`src/rtl/pipeline_ctrl_pkg.sv`:
```
// Shared types and constants for the pipeline stall/flush scheduler.
package pipe_ctrl_pkg;

    // Scheduler states.
    typedef enum logic [1:0] {
        RUN      = 2'd0,
        MEM_WAIT = 2'd1,
        MD_BUSY  = 2'd2
    } state_t;

    // ResultSrc encoding that marks a load in Execute.
    localparam logic [1:0] RESULT_SRC_LOAD = 2'b01;

    // x0 never creates a dependency.
    localparam logic [4:0] ZERO_REG = 5'd0;

    // Width of the MUL/DIV busy counter; enough for MD_LATENCY up to 32.
    localparam int MD_CNT_W = 5;

endpackage : pipe_ctrl_pkg

```
`src/rtl/pipeline_ctrl_hazard_terms.sv`:
```
// Combinational hazard detection: load-use dependency and data-memory wait.
module hazard_terms
    import pipe_ctrl_pkg::*;
(
    input  logic [1:0] ResultSrcE,
    input  logic [4:0] RD_E,
    input  logic [4:0] RS1_D,
    input  logic [4:0] RS2_D,
    input  logic       MemReqM,
    input  logic       MemReadyM,
    output logic       lw_stall,
    output logic       mem_wait
);

    // A load in E whose (non-x0) destination is read by the instruction in D.
    always_comb begin
        lw_stall = (ResultSrcE == RESULT_SRC_LOAD) && (RD_E != ZERO_REG) &&
                   ((RS1_D == RD_E) || (RS2_D == RD_E));
        mem_wait = MemReqM && !MemReadyM;
    end

endmodule : hazard_terms

```
`src/rtl/pipeline_ctrl.sv`:
```
// Central stall/flush scheduler for the 5-stage pipeline: merges load-use,
// branch redirect, data-memory wait and multi-cycle MUL/DIV occupancy into
// per-stage stall and flush controls.
module pipeline_ctrl
    import pipe_ctrl_pkg::*;
#(
    parameter int MD_LATENCY = 4,
    parameter int CNT_W      = 32
) (
    input  logic             clk,
    input  logic             rst,
    input  logic [1:0]       ResultSrcE,
    input  logic             PCSrcE,
    input  logic [4:0]       RD_E,
    input  logic [4:0]       RS1_D,
    input  logic [4:0]       RS2_D,
    input  logic             MdOpE,
    input  logic             MemReqM,
    input  logic             MemReadyM,
    output logic             StallF,
    output logic             StallD,
    output logic             StallE,
    output logic             StallM,
    output logic             FlushD,
    output logic             FlushE,
    output logic             FlushM,
    output logic             FlushW,
    output logic             MdStartE,
    output logic             MdDoneE,
    output logic [CNT_W-1:0] StallCount
);

    // Busy cycles between the start and done cycles of a MUL/DIV op.
    localparam logic [MD_CNT_W-1:0] MD_BUSY_LOAD = MD_CNT_W'(MD_LATENCY - 2);

    state_t              state, state_next;
    logic [MD_CNT_W-1:0] md_cnt, md_cnt_next;
    logic                lw_stall;
    logic                mem_wait;

    hazard_terms u_hazard_terms (
        .ResultSrcE (ResultSrcE),
        .RD_E       (RD_E),
        .RS1_D      (RS1_D),
        .RS2_D      (RS2_D),
        .MemReqM    (MemReqM),
        .MemReadyM  (MemReadyM),
        .lw_stall   (lw_stall),
        .mem_wait   (mem_wait)
    );

    // State and MUL/DIV counter registers.
    always_ff @(posedge clk) begin
        if (rst) begin
            state  <= RUN;
            md_cnt <= '0;
        end else begin
            state  <= state_next;
            md_cnt <= md_cnt_next;
        end
    end

    // Next-state and stall/flush decode; everything is held low during reset.
    always_comb begin
        state_next  = state;
        md_cnt_next = md_cnt;
        StallF      = 1'b0;
        StallD      = 1'b0;
        StallE      = 1'b0;
        StallM      = 1'b0;
        FlushD      = 1'b0;
        FlushE      = 1'b0;
        FlushM      = 1'b0;
        FlushW      = 1'b0;
        MdStartE    = 1'b0;
        MdDoneE     = 1'b0;

        if (!rst) begin
            unique case (state)
                RUN: begin
                    if (mem_wait) begin
                        // M cannot retire: freeze F..M, bubble into W.
                        StallF     = 1'b1;
                        StallD     = 1'b1;
                        StallE     = 1'b1;
                        StallM     = 1'b1;
                        FlushW     = 1'b1;
                        state_next = MEM_WAIT;
                    end else if (MdOpE) begin
                        // Hold F..E around the MUL/DIV op, bubble into M.
                        StallF      = 1'b1;
                        StallD      = 1'b1;
                        StallE      = 1'b1;
                        FlushM      = 1'b1;
                        MdStartE    = 1'b1;
                        md_cnt_next = MD_BUSY_LOAD;
                        state_next  = MD_BUSY;
                    end else begin
                        // A taken branch squashes D anyway, so it overrides the load-use stall.
                        FlushD = PCSrcE;
                        FlushE = PCSrcE || lw_stall;
                        StallF = lw_stall && !PCSrcE;
                        StallD = lw_stall && !PCSrcE;
                    end
                end

                MEM_WAIT: begin
                    if (!MemReadyM) begin
                        StallF = 1'b1;
                        StallD = 1'b1;
                        StallE = 1'b1;
                        StallM = 1'b1;
                        FlushW = 1'b1;
                    end else begin
                        // Ready cycle: everything advances; hazards re-checked in RUN.
                        state_next = RUN;
                    end
                end

                MD_BUSY: begin
                    if (md_cnt == '0) begin
                        // Result valid; leaving to RUN keeps the next E op from
                        // looking like a fresh start this cycle.
                        MdDoneE    = 1'b1;
                        state_next = RUN;
                    end else begin
                        StallF      = 1'b1;
                        StallD      = 1'b1;
                        StallE      = 1'b1;
                        FlushM      = 1'b1;
                        md_cnt_next = md_cnt - 1'b1;
                    end
                end

                default: begin
                    state_next = RUN;
                end
            endcase
        end
    end

    // Performance counter of fetch-stall cycles; wraps naturally.
    always_ff @(posedge clk) begin
        if (rst) begin
            StallCount <= '0;
        end else if (StallF) begin
            StallCount <= StallCount + CNT_W'(1);
        end
    end

endmodule : pipeline_ctrl

```
`config.mk`:
```
export PLATFORM = sky130hd
export DESIGN_NAME = pipeline_ctrl
export DESIGN_NICKNAME = d
export VERILOG_FILES = /design/src/rtl/pipeline_ctrl_pkg.sv /design/src/rtl/pipeline_ctrl_hazard_terms.sv /design/src/rtl/pipeline_ctrl.sv
export SDC_FILE = /design/constraint.sdc
export NUM_CORES = 1
export LEC_CHECK = 0
export ABC_AREA = 1
export BUFFER_PORTS_ARGS = -buffer_cell sky130_fd_sc_hd__buf_2
export CAP_MARGIN = 20
export CORE_MARGIN = 5
export CORE_UTILIZATION = 58
export DETAILED_ROUTE_END_ITERATION = 16
export HOLD_SLACK_MARGIN = 0.05
export PLACE_DENSITY = 0.94
export SYNTH_ARGS = -nofsm -noshare
export SYNTH_HDL_FRONTEND = slang
export SYNTH_SLANG_ARGS = --single-unit
```
`constraint.sdc`:
```
create_clock -name clk -period 2.7 [get_ports clk]
set_clock_uncertainty 0.05 [all_clocks]
set_input_delay 0.54 -clock clk [delete_from_list [all_inputs] [get_ports clk]]
set_output_delay 0.54 -clock clk [all_outputs]
set_load 0.02 [all_outputs]
```
==> impl_metrics.ini, run 1 <==
[synthesis]
synth.avg_cell_area_um2 = 6.081
synthDominantCellAreaShare = 0.2892
syn_nets = 470
syn-cell-area_mm2 = 0.002700
synth_top_cell_by_area = dfxtp_1
ys_ff_latch = 39
netlist_top_cells_area = dfxtp_1 (29%), nand2_1 (20%), nor2_1 (8.2%)
yosys_warnings = 0
netlist_instances = 444
seq_area_frac_synth = 0.2892
ys_types = 30

[route]
drc = 0
routed_via_density = 5.541
first_pass_iters = 5
vias = 3092
drt_iter0_markers = 225
wl_per_cell_um = 13.77
drt-total-wl_um = 7686
ant_nets = 0

[clock_network]
cts.htree.levels = 2
clkTransAtPathRegs_ns = 0.08
tritoncts = yes
cts_buffer_depth = 2
numCtsBuffers = 5
ctsHoldBuffers = 0
root_buffer = clkbuf_8
cts.sinks = 39
clock_latency_ns = 0.29
cts_resized = 0
cts_setup_buffers = 0

[worst_setup_path]
slowest_stage = dfxtp_1
r2r_slack_ns = 0.71
timing.rr.start = md_cnt[0]
path_max_fanout = 10
criticalPathCategory = reg -> out
reg2regPathDepth = 11
cp_common_cell = nand2_2
max_stage_delay_ns = 0.33
r2r-end = StallCount[1]
critPathLaunchType = flip-flop
cp-end-kind = output pin
path_cells = inv_1 -> ha_1 -> nand3_1 -> nand2_1 -> o211ai_1 -> nand2_2 -> nand2_2 -> buf_2
critPathArrivalTime_ns = 1.70
crit_required_ns = 2.11

[global_route]
grt_pass1_wl_um = 12680
grtUsageTotal = 0.2505
grt_pass1_vias = 2931
grt_max_degree = 33
grt-ovfl-total = 0
antenna_found_initial = 0

[status]
status = complete, no violations

[finish]
diodes = 0
final_cell_area_mm2 = 0.003133
nNetsFinal = 531
finalNonFillerCells = 558
syn_to_final_growth_pct = 16.03
final_util = 0.7050
layout-drive-gt1-share = 0.1917

[worst_hold_path]
hold_class = reg -> reg
hold_start = md_cnt[0]
whs_path_depth = 2
hold_end = md_cnt[0]

[timing]
relSlewSlack = 0.7481
worstMarginPinSlew_ns = 0.3744
finalCritPeriodShare = 0.8474
fin_setup_tns_ns = 0
drv_slew = 0
period_needed_ns = 2.288
fmaxAchievable_mhz = 437.1
grt_setup_unrepaired = false
finalSetupViolCount = 0
hold_violations = 0

[die]
die_h_um = 78.23
core_area_mm2 = 0.004444
rows = 24
ios = 65
initial_core_util = 0.6075
die-area_mm2 = 0.006120
die_x_um = 78.23

[power]
leakagePower_uw = 0.001420
p_total_uw = 1268
max-vdd-ir-drop_uv = 349.1
p_per_area_mw_per_mm2 = 404.9

[job]
max_cap_violations = 0

[place]
dp_cells = 550
place_congestion = 1.000
port_buffers = 64
hpwlAfterDp_um = 5938
dpl_cell_area_mm2 = 0.003029
==> area by class of cell <==
type                       instances  area [µm²]
multi-input combinational        345        1657
inverter                          45       168.9
timing repair buffer              69       357.8
tap                               52       65.06
fill                             380        1311
sequential                        39       780.7
clock inverter                     1       7.507
clock buffer                       7       96.34
==> metrics by stage <==
step                hold WS [ns]  setup WS, ns
CTS                       0.4130        0.4291
detailed placement        0.4010        0.5769
floorplan                 0.3892        0.6756
global route              0.4610        0.3214
finish                    0.4132        0.4120
global placement          0.3970        0.6339
==> per-layer routing <==
metal  vias up  track usage  part of all wire
met3        22      0.04462             0.053
met4         0       0.1101             0.023
li1       1538            -                 -
met2       115       0.4443              0.50
met5         -            0                 0
met1      1417       0.2953              0.42
==> worst max path at each step <==
stage,from,endpoint,cells after the start
after global routing,md_cnt[0],StallF,8
after floorplan,RD_E[4],StallF,10
final,md_cnt[0],StallF,8
after global placement,rst,StallD,6
after CTS,md_cnt[0],StallF,8
after detailed placement,MemReqM,StallF,6
==> state kept, by name, indices dropped and copies added (netlist names) <==
register and cells:
StallCount 32, md_cnt 5, state 2
==> kinds of logic after synthesis <==
family,synth area share
AND/OR/NAND/NOR,0.4592
buffers and inverters,0.09731
AO/OA/AOI/OAI,0.07553
flip-flops,0.2892
XOR/XNOR,0.06488
adder cells (fa/ha/maj),0.01390
==> cells in the final DEF (no fill, tap or decap), types with 6 or more instances in the layout <==
master    count
nand2_1     145
buf_2        64
nor2_1       59
nand3_1      41
dfxtp_1      39
inv_1        36
a21oi_1      34
xor2_1       14
inv_2         8
nand4_1       8
nor3_1        8
nand3b_1      7
clkbuf_8      7
xnor2_1       6
==> report_power, final <==
| group | total, µW | switching [µW] | leakage (µW) | internal (µW) |
|---|---|---|---|---|
| Combinational | 226 | 153 | 0.00105 | 72.4 |
| Clock | 439 | 207 | 0.0000505 | 232 |
| Sequential | 604 | 13.4 | 0.000316 | 590 |
==> worst max-delay path, delay by kind of cell, from the launching register on <==
kind / cells / cell delay (ns)
AOI/OAI and AO/OA: 1 / 0.13
adders and majority gates: 1 / 0.20
buffers and inverters: 2 / 0.25
DFF: 1 / 0.33
and+or+nand+nor: 4 / 0.51
==> Yosys cell counts <==
cell / count
buf_6: 3
nand2_1: 145
inv_1: 36
nand3_2: 2
nor3_4: 1
nor3b_1: 1
nand4_1: 8
o21ai_0: 2
a21oi_1: 34
buf_4: 2
ha_1: 3
clkinv_1: 1
nor2_1: 59
xnor2_1: 6
dfxtp_1: 39
xor2_1: 14
o211ai_1: 2
nor3_1: 8
buf_2: 6
nor3b_2: 1
nor4_1: 2
inv_2: 8
nor3_2: 2
clkbuf_1: 4
nand3b_1: 7
or2_2: 1
nand3_1: 41
nand2_2: 3
nor2_2: 2
a311oi_1: 1
(Power assumes the default switching activity.)
==> run 2, diff against run 1 <==
--- a/config.mk
+++ b/config.mk
@@ -9,10 +9,10 @@
 export BUFFER_PORTS_ARGS = -buffer_cell sky130_fd_sc_hd__buf_2
 export CAP_MARGIN = 20
 export CORE_MARGIN = 5
-export CORE_UTILIZATION = 58
+export CORE_UTILIZATION = 54
 export DETAILED_ROUTE_END_ITERATION = 16
 export HOLD_SLACK_MARGIN = 0.05
-export PLACE_DENSITY = 0.94
+export PLACE_DENSITY = 0.88
 export SYNTH_ARGS = -nofsm -noshare
 export SYNTH_HDL_FRONTEND = slang
 export SYNTH_SLANG_ARGS = --single-unit
==> constraint.sdc (replaced) <==
create_clock -name clk -period 2.33 [get_ports clk]
set_clock_uncertainty 0.05 [all_clocks]
set_input_delay 0.466 -clock clk [delete_from_list [all_inputs] [get_ports clk]]
set_output_delay 0.466 -clock clk [all_outputs]
set_load 0.02 [all_outputs]
==> run 2 against run 1 <==
Effect of this change:
- worst hold slack better by 0.0063 ns
- first-iteration DRC count decreased by 10%
- routed wire length is 6.2% lower
- count of clock-buffer cells in the layout up 1
- cell area grew 0.72%
- die area grew 6.4%
- setup slack lost 0.24 ns
- non-clock buffer count increased by 1
- via count down 3.5%
- sequential power up 16%
- critical path depth is the same
- combinational power grew 14%
- critical endpoint unchanged
- largest power group unchanged
==> impl_metrics.ini, run 2 (synthesis gave the netlist of run 1 again) <==
[global_route]
grtUsageTotal = 0.2377
grt_pass1_wl_um = 12230
antenna_found_initial = 0
grt-ovfl-total = 0
grt_pass1_vias = 2756
grt_max_degree = 33

[die]
die_x_um = 80.71
ios = 65
core_area_mm2 = 0.004786
die-area_mm2 = 0.006514
initial_core_util = 0.5642
die_h_um = 80.71
rows = 25

[clock_network]
cts.sinks = 39
ctsHoldBuffers = 0
cts_buffer_depth = 2
cts_resized = 0
clock_latency_ns = 0.30
cts.htree.levels = 2
root_buffer = clkbuf_8
cts_setup_buffers = 0
tritoncts = yes
numCtsBuffers = 5
clkTransAtPathRegs_ns = 0.07

[worst_setup_path]
cp_common_cell = nand2_2
r2r-end = StallCount[28]
path_cells = inv_1 -> ha_1 -> nand3_1 -> nand2_1 -> o211ai_1 -> nand2_2 -> nand2_2 -> buf_2
max_stage_delay_ns = 0.35
timing.rr.start = StallCount[0]
critPathArrivalTime_ns = 1.64
path_max_fanout = 5
slowest_stage = dfxtp_1
critPathLaunchType = flip-flop
criticalPathCategory = reg -> out
reg2regPathDepth = 9
r2r_slack_ns = 0.39
cp-end-kind = output pin
crit_required_ns = 1.81

[status]
status = complete, no violations

[finish]
nNetsFinal = 532
largest-register = StallCount
final_util = 0.6593
regArea_um2 = 780.7
top_regs = StallCount: 32 flops, md_cnt: 5 flops, state: 2 flops
final_cell_mix = nand2_1 (145), buf_2 (64), nor2_1 (59), nand3_1 (41), dfxtp_1 (39)
layout_commonest_cell = nand2_1
diodes = 0
layout-drive-gt1-share = 0.1913
nFillCells = 446
largest_reg_flops = 32
multi_input_area_mm2 = 0.001657
syn_to_final_growth_pct = 16.87

[worst_hold_path]
hold_class = reg -> reg
hold_start = md_cnt[0]
hold_end = md_cnt[0]
whs_path_depth = 2

[power]
leakagePower_uw = 0.001425
swShare = 0.2935
switching_power_uw = 432.7
p_per_area_mw_per_mm2 = 467.1
clockPowerShare = 0.350
power_frac_seq = 0.475
max-vdd-ir-drop_uv = 413.6
comb_power_share = 0.175
p_int_uw = 1041

[timing]
fin_setup_tns_ns = 0
finalCritPeriodShare = 0.9260
period_needed_ns = 2.157
grt_setup_unrepaired = false
fmaxAchievable_mhz = 463.5
hold_violations = 0
relSlewSlack = 0.7397
worstMarginPinSlew_ns = 0.3869
drv_slew = 0
worst_slack_ns = 0.1725
finalSetupViolCount = 0

[route]
first_pass_iters = 5
ant_nets = 0
routed_via_density = 5.199
drc = 0
wl_per_cell_um = 12.56
vias = 2984
drt-total-wl_um = 7210
drt_iter0_markers = 202

[place]
dp_slack_ns = 0.2705
hpwlAfterDp_um = 5571
port_buffers = 64
place_congestion = 0.9579

[job]
max_cap_violations = 0
==> run 2: cell types whose count changed in the layout (fill, tap and decap cells not counted) <==
cell	before	now
buf_4	5	6
clkinvlp_4	1	0
clkbuf_1	0	1
==> run 2: cell type report <==
class	instances	share of cell area
tap	67	0.02657
clock buffer	8	0.03172
multi-input combinational	345	0.5250
timing repair buffer	70	0.1158
inverter	45	0.05353
sequential	39	0.2474
==> run 2: per-layer routing <==
metal | global-route usage | vias to the layer above | wire (µm)
met3 | 0.06166 | 16 | 515
met1 | 0.2859 | 1335 | 3081
met5 | 0 | - | 0
met2 | 0.4081 | 95 | 3452
li1 | - | 1538 | -
met4 | 0.08446 | 0 | 161
==> run 2: worst max-delay path: cells and delay by family (launching register included) <==
kind / cells / cell delay, ns
flops: 1 / 0.35
buf+inv: 2 / 0.26
fa+ha+maj: 1 / 0.18
simple gates: 4 / 0.44
compound gates: 1 / 0.12
==> run 2: worst max-delay path by stage <==
stage	startpoint	end	slack, ns	cells past startpoint
floorplan	md_cnt[0]	StallF	0.45	9
global placement	MemReqM	StallD	0.35	6
detailed placement	MemReqM	StallF	0.27	6
CTS	md_cnt[0]	StallF	0.06	8
global route	md_cnt[1]	StallD	0.009	8
finish	md_cnt[1]	StallF	0.17	8
==> run 2: power groups by stage <==
stage | clock network [µW] | registers (µW) | logic [µW]
after global placement | 0 | 715 | 242
final | 516 | 700 | 258
after floorplan | 0 | 716 | 184
after detailed placement | 0 | 715 | 251
after global routing | 548 | 702 | 292
after CTS | 517 | 700 | 252
==> run 2: per-stage QoR <==
stage               hold WS [ns]  cells  area [µm²]  power [µW]
finish                    0.4195    574        3156        1474
global route              0.4455    574        3156        1542
CTS                       0.4105    572        3141        1468
detailed placement        0.4059    564        3040       966.0
global placement          0.3983    564        3040       956.1
floorplan                 0.3892    444        2700       900.5
==> run 3, diff against run 2 <==
--- a/config.mk
+++ b/config.mk
@@ -13,6 +13,7 @@
 export DETAILED_ROUTE_END_ITERATION = 16
 export HOLD_SLACK_MARGIN = 0.05
 export PLACE_DENSITY = 0.88
+export REMOVE_ABC_BUFFERS = 1
 export SYNTH_ARGS = -nofsm -noshare
 export SYNTH_HDL_FRONTEND = slang
 export SYNTH_SLANG_ARGS = --single-unit
==> run 3 against run 2 <==
Effect of this change:
- setup slack worse by 0.044 ns
- global-route usage grew 1.0 points
- maximum frequency down 2.0%
- via count increased by 0.60%
- die area did not move
- worst hold slack better by 0.026 ns
- critical path depth did not move
- total power is 12% higher
- non-clock buffer count stayed put
- utilization increased by 0.76 points
- sequential share of layout area shrank 0.28 points
- routed wire length increased by 5.2%
- critical path type unchanged
- largest power group unchanged
==> impl_metrics.ini, run 3 (synthesis gave the netlist of run 1 again) <==
[timing]
hold_violations = 0
finalSetupViolCount = 0
fin_hold_ws_ns = 0.4452
worstMarginPinSlew_ns = 0.3587
fmaxAchievable_mhz = 454.3
relSlewSlack = 0.7586
fin_setup_tns_ns = 0
drv_slew = 0
finalCritPeriodShare = 0.9448
grt_setup_unrepaired = false
period_needed_ns = 2.201

[worst_setup_path]
path_delay_family = simple AND/OR/NAND/NOR gates
path_max_fanout = 4
r2r_slack_ns = 0.45
max_stage_delay_ns = 0.33
worst-path-buf-inv = 2
path_cells = inv_1 -> ha_1 -> nand3_1 -> nand2_1 -> o211ai_1 -> nand2_2 -> nand2_2 -> buf_2
criticalPathCategory = reg -> out
critPathLaunchType = flip-flop
crit_required_ns = 1.81
cp-end-kind = output pin
cp_common_cell = nand2_2
critPathArrivalTime_ns = 1.69
slowest_stage = dfxtp_1

[route]
drt_iter0_markers = 236
ant_nets = 0
routed_via_density = 5.230
drt-total-wl_um = 7585
drc = 0
wl_per_cell_um = 13.21
vias = 3002
first_pass_iters = 5

[die]
ios = 65
die-area_mm2 = 0.006514
die_x_um = 80.71
die_h_um = 80.71
core_area_mm2 = 0.004786
initial_core_util = 0.5642
rows = 25

[clock_network]
clock_latency_ns = 0.30
tritoncts = yes
ctsHoldBuffers = 0
cts.htree.levels = 2
numCtsBuffers = 5
cts_resized = 0
root_buffer = clkbuf_8
clkTransAtPathRegs_ns = 0.08
cts_setup_buffers = 0
cts.sinks = 39
cts_buffer_depth = 2

[finish]
layout-drive-gt1-share = 0.1933
diodes = 0
syn_to_final_growth_pct = 18.21
top_regs = StallCount: 32 flops, md_cnt: 5 flops, state: 2 flops
final_cell_mix = nand2_1 (145), buf_2 (64), nor2_1 (59), nand3_1 (41), dfxtp_1 (39)
nFillCells = 456
layout_commonest_cell = nand2_1
nNetsFinal = 532
finalNonFillerCells = 574
final_cell_area_mm2 = 0.003192
largest_reg_flops = 32
largest-register = StallCount

[global_route]
antenna_found_initial = 0
grt_pass1_wl_um = 12820
grtUsageTotal = 0.2482
grt_max_degree = 33
grt_pass1_vias = 2846
grt-ovfl-total = 0

[place]
port_buffers = 64
hpwlAfterDp_um = 5942
dpl_cell_area_mm2 = 0.003055
dp_cells = 566
place_congestion = 0.9828

[power]
p_per_area_mw_per_mm2 = 515.0
leakagePower_uw = 0.001438
p_total_uw = 1644
max-vdd-ir-drop_uv = 326.2

[job]
max_cap_violations = 0

[status]
status = complete, no violations

[worst_hold_path]
hold_class = in -> reg
==> run 3: worst min-delay path, stage by stage <==
cell and delay, ns:
buf_2 0.09, o211ai_1 0.11, nor2_1 0.09
==> run 3: through the flow <==
| stage | util | worst slack (ns) |
|---|---|---|
| after global routing | 0.6669 | 0.01977 |
| after CTS | 0.6669 | 0.1240 |
| after global placement | 0.6384 | 0.4285 |
| after floorplan | - | 0.03490 |
| after detailed placement | 0.6384 | 0.3609 |
| final | 0.6669 | 0.1286 |
==> run 3: metal layers <==
layer  GRT usage  share of wire
met1      0.2999           0.44
met2      0.4462           0.50
met3     0.05045          0.058
met4     0.06419         0.0094
met5           0              0
==> run 3: final timing paths <==
path,from,to,depth (start not counted)
worst min register to register,md_cnt[0],md_cnt[0],2
worst max-delay path,md_cnt[0],StallF,8
worst min-delay path,MemReqM,state[0],3
worst max register to register,StallCount[0],StallCount[16],8
==> run 3: report_power, final <==
part           total (µW)  switching, µW  internal, µW
logic                 263            175          88.0
registers             698           14.3           684
clock network         683            255           427
total                1640            445          1200
==> run 3: final cells by class <==
type	count	area, µm²	share of cell area
multi-input combinational	345	1657	0.5190
sequential	39	780.7	0.2446
tap	67	83.83	0.02626
clock inverter	3	67.56	0.02117
clock buffer	5	68.82	0.02156
inverter	45	168.9	0.05292
timing repair buffer	70	365.4	0.1145
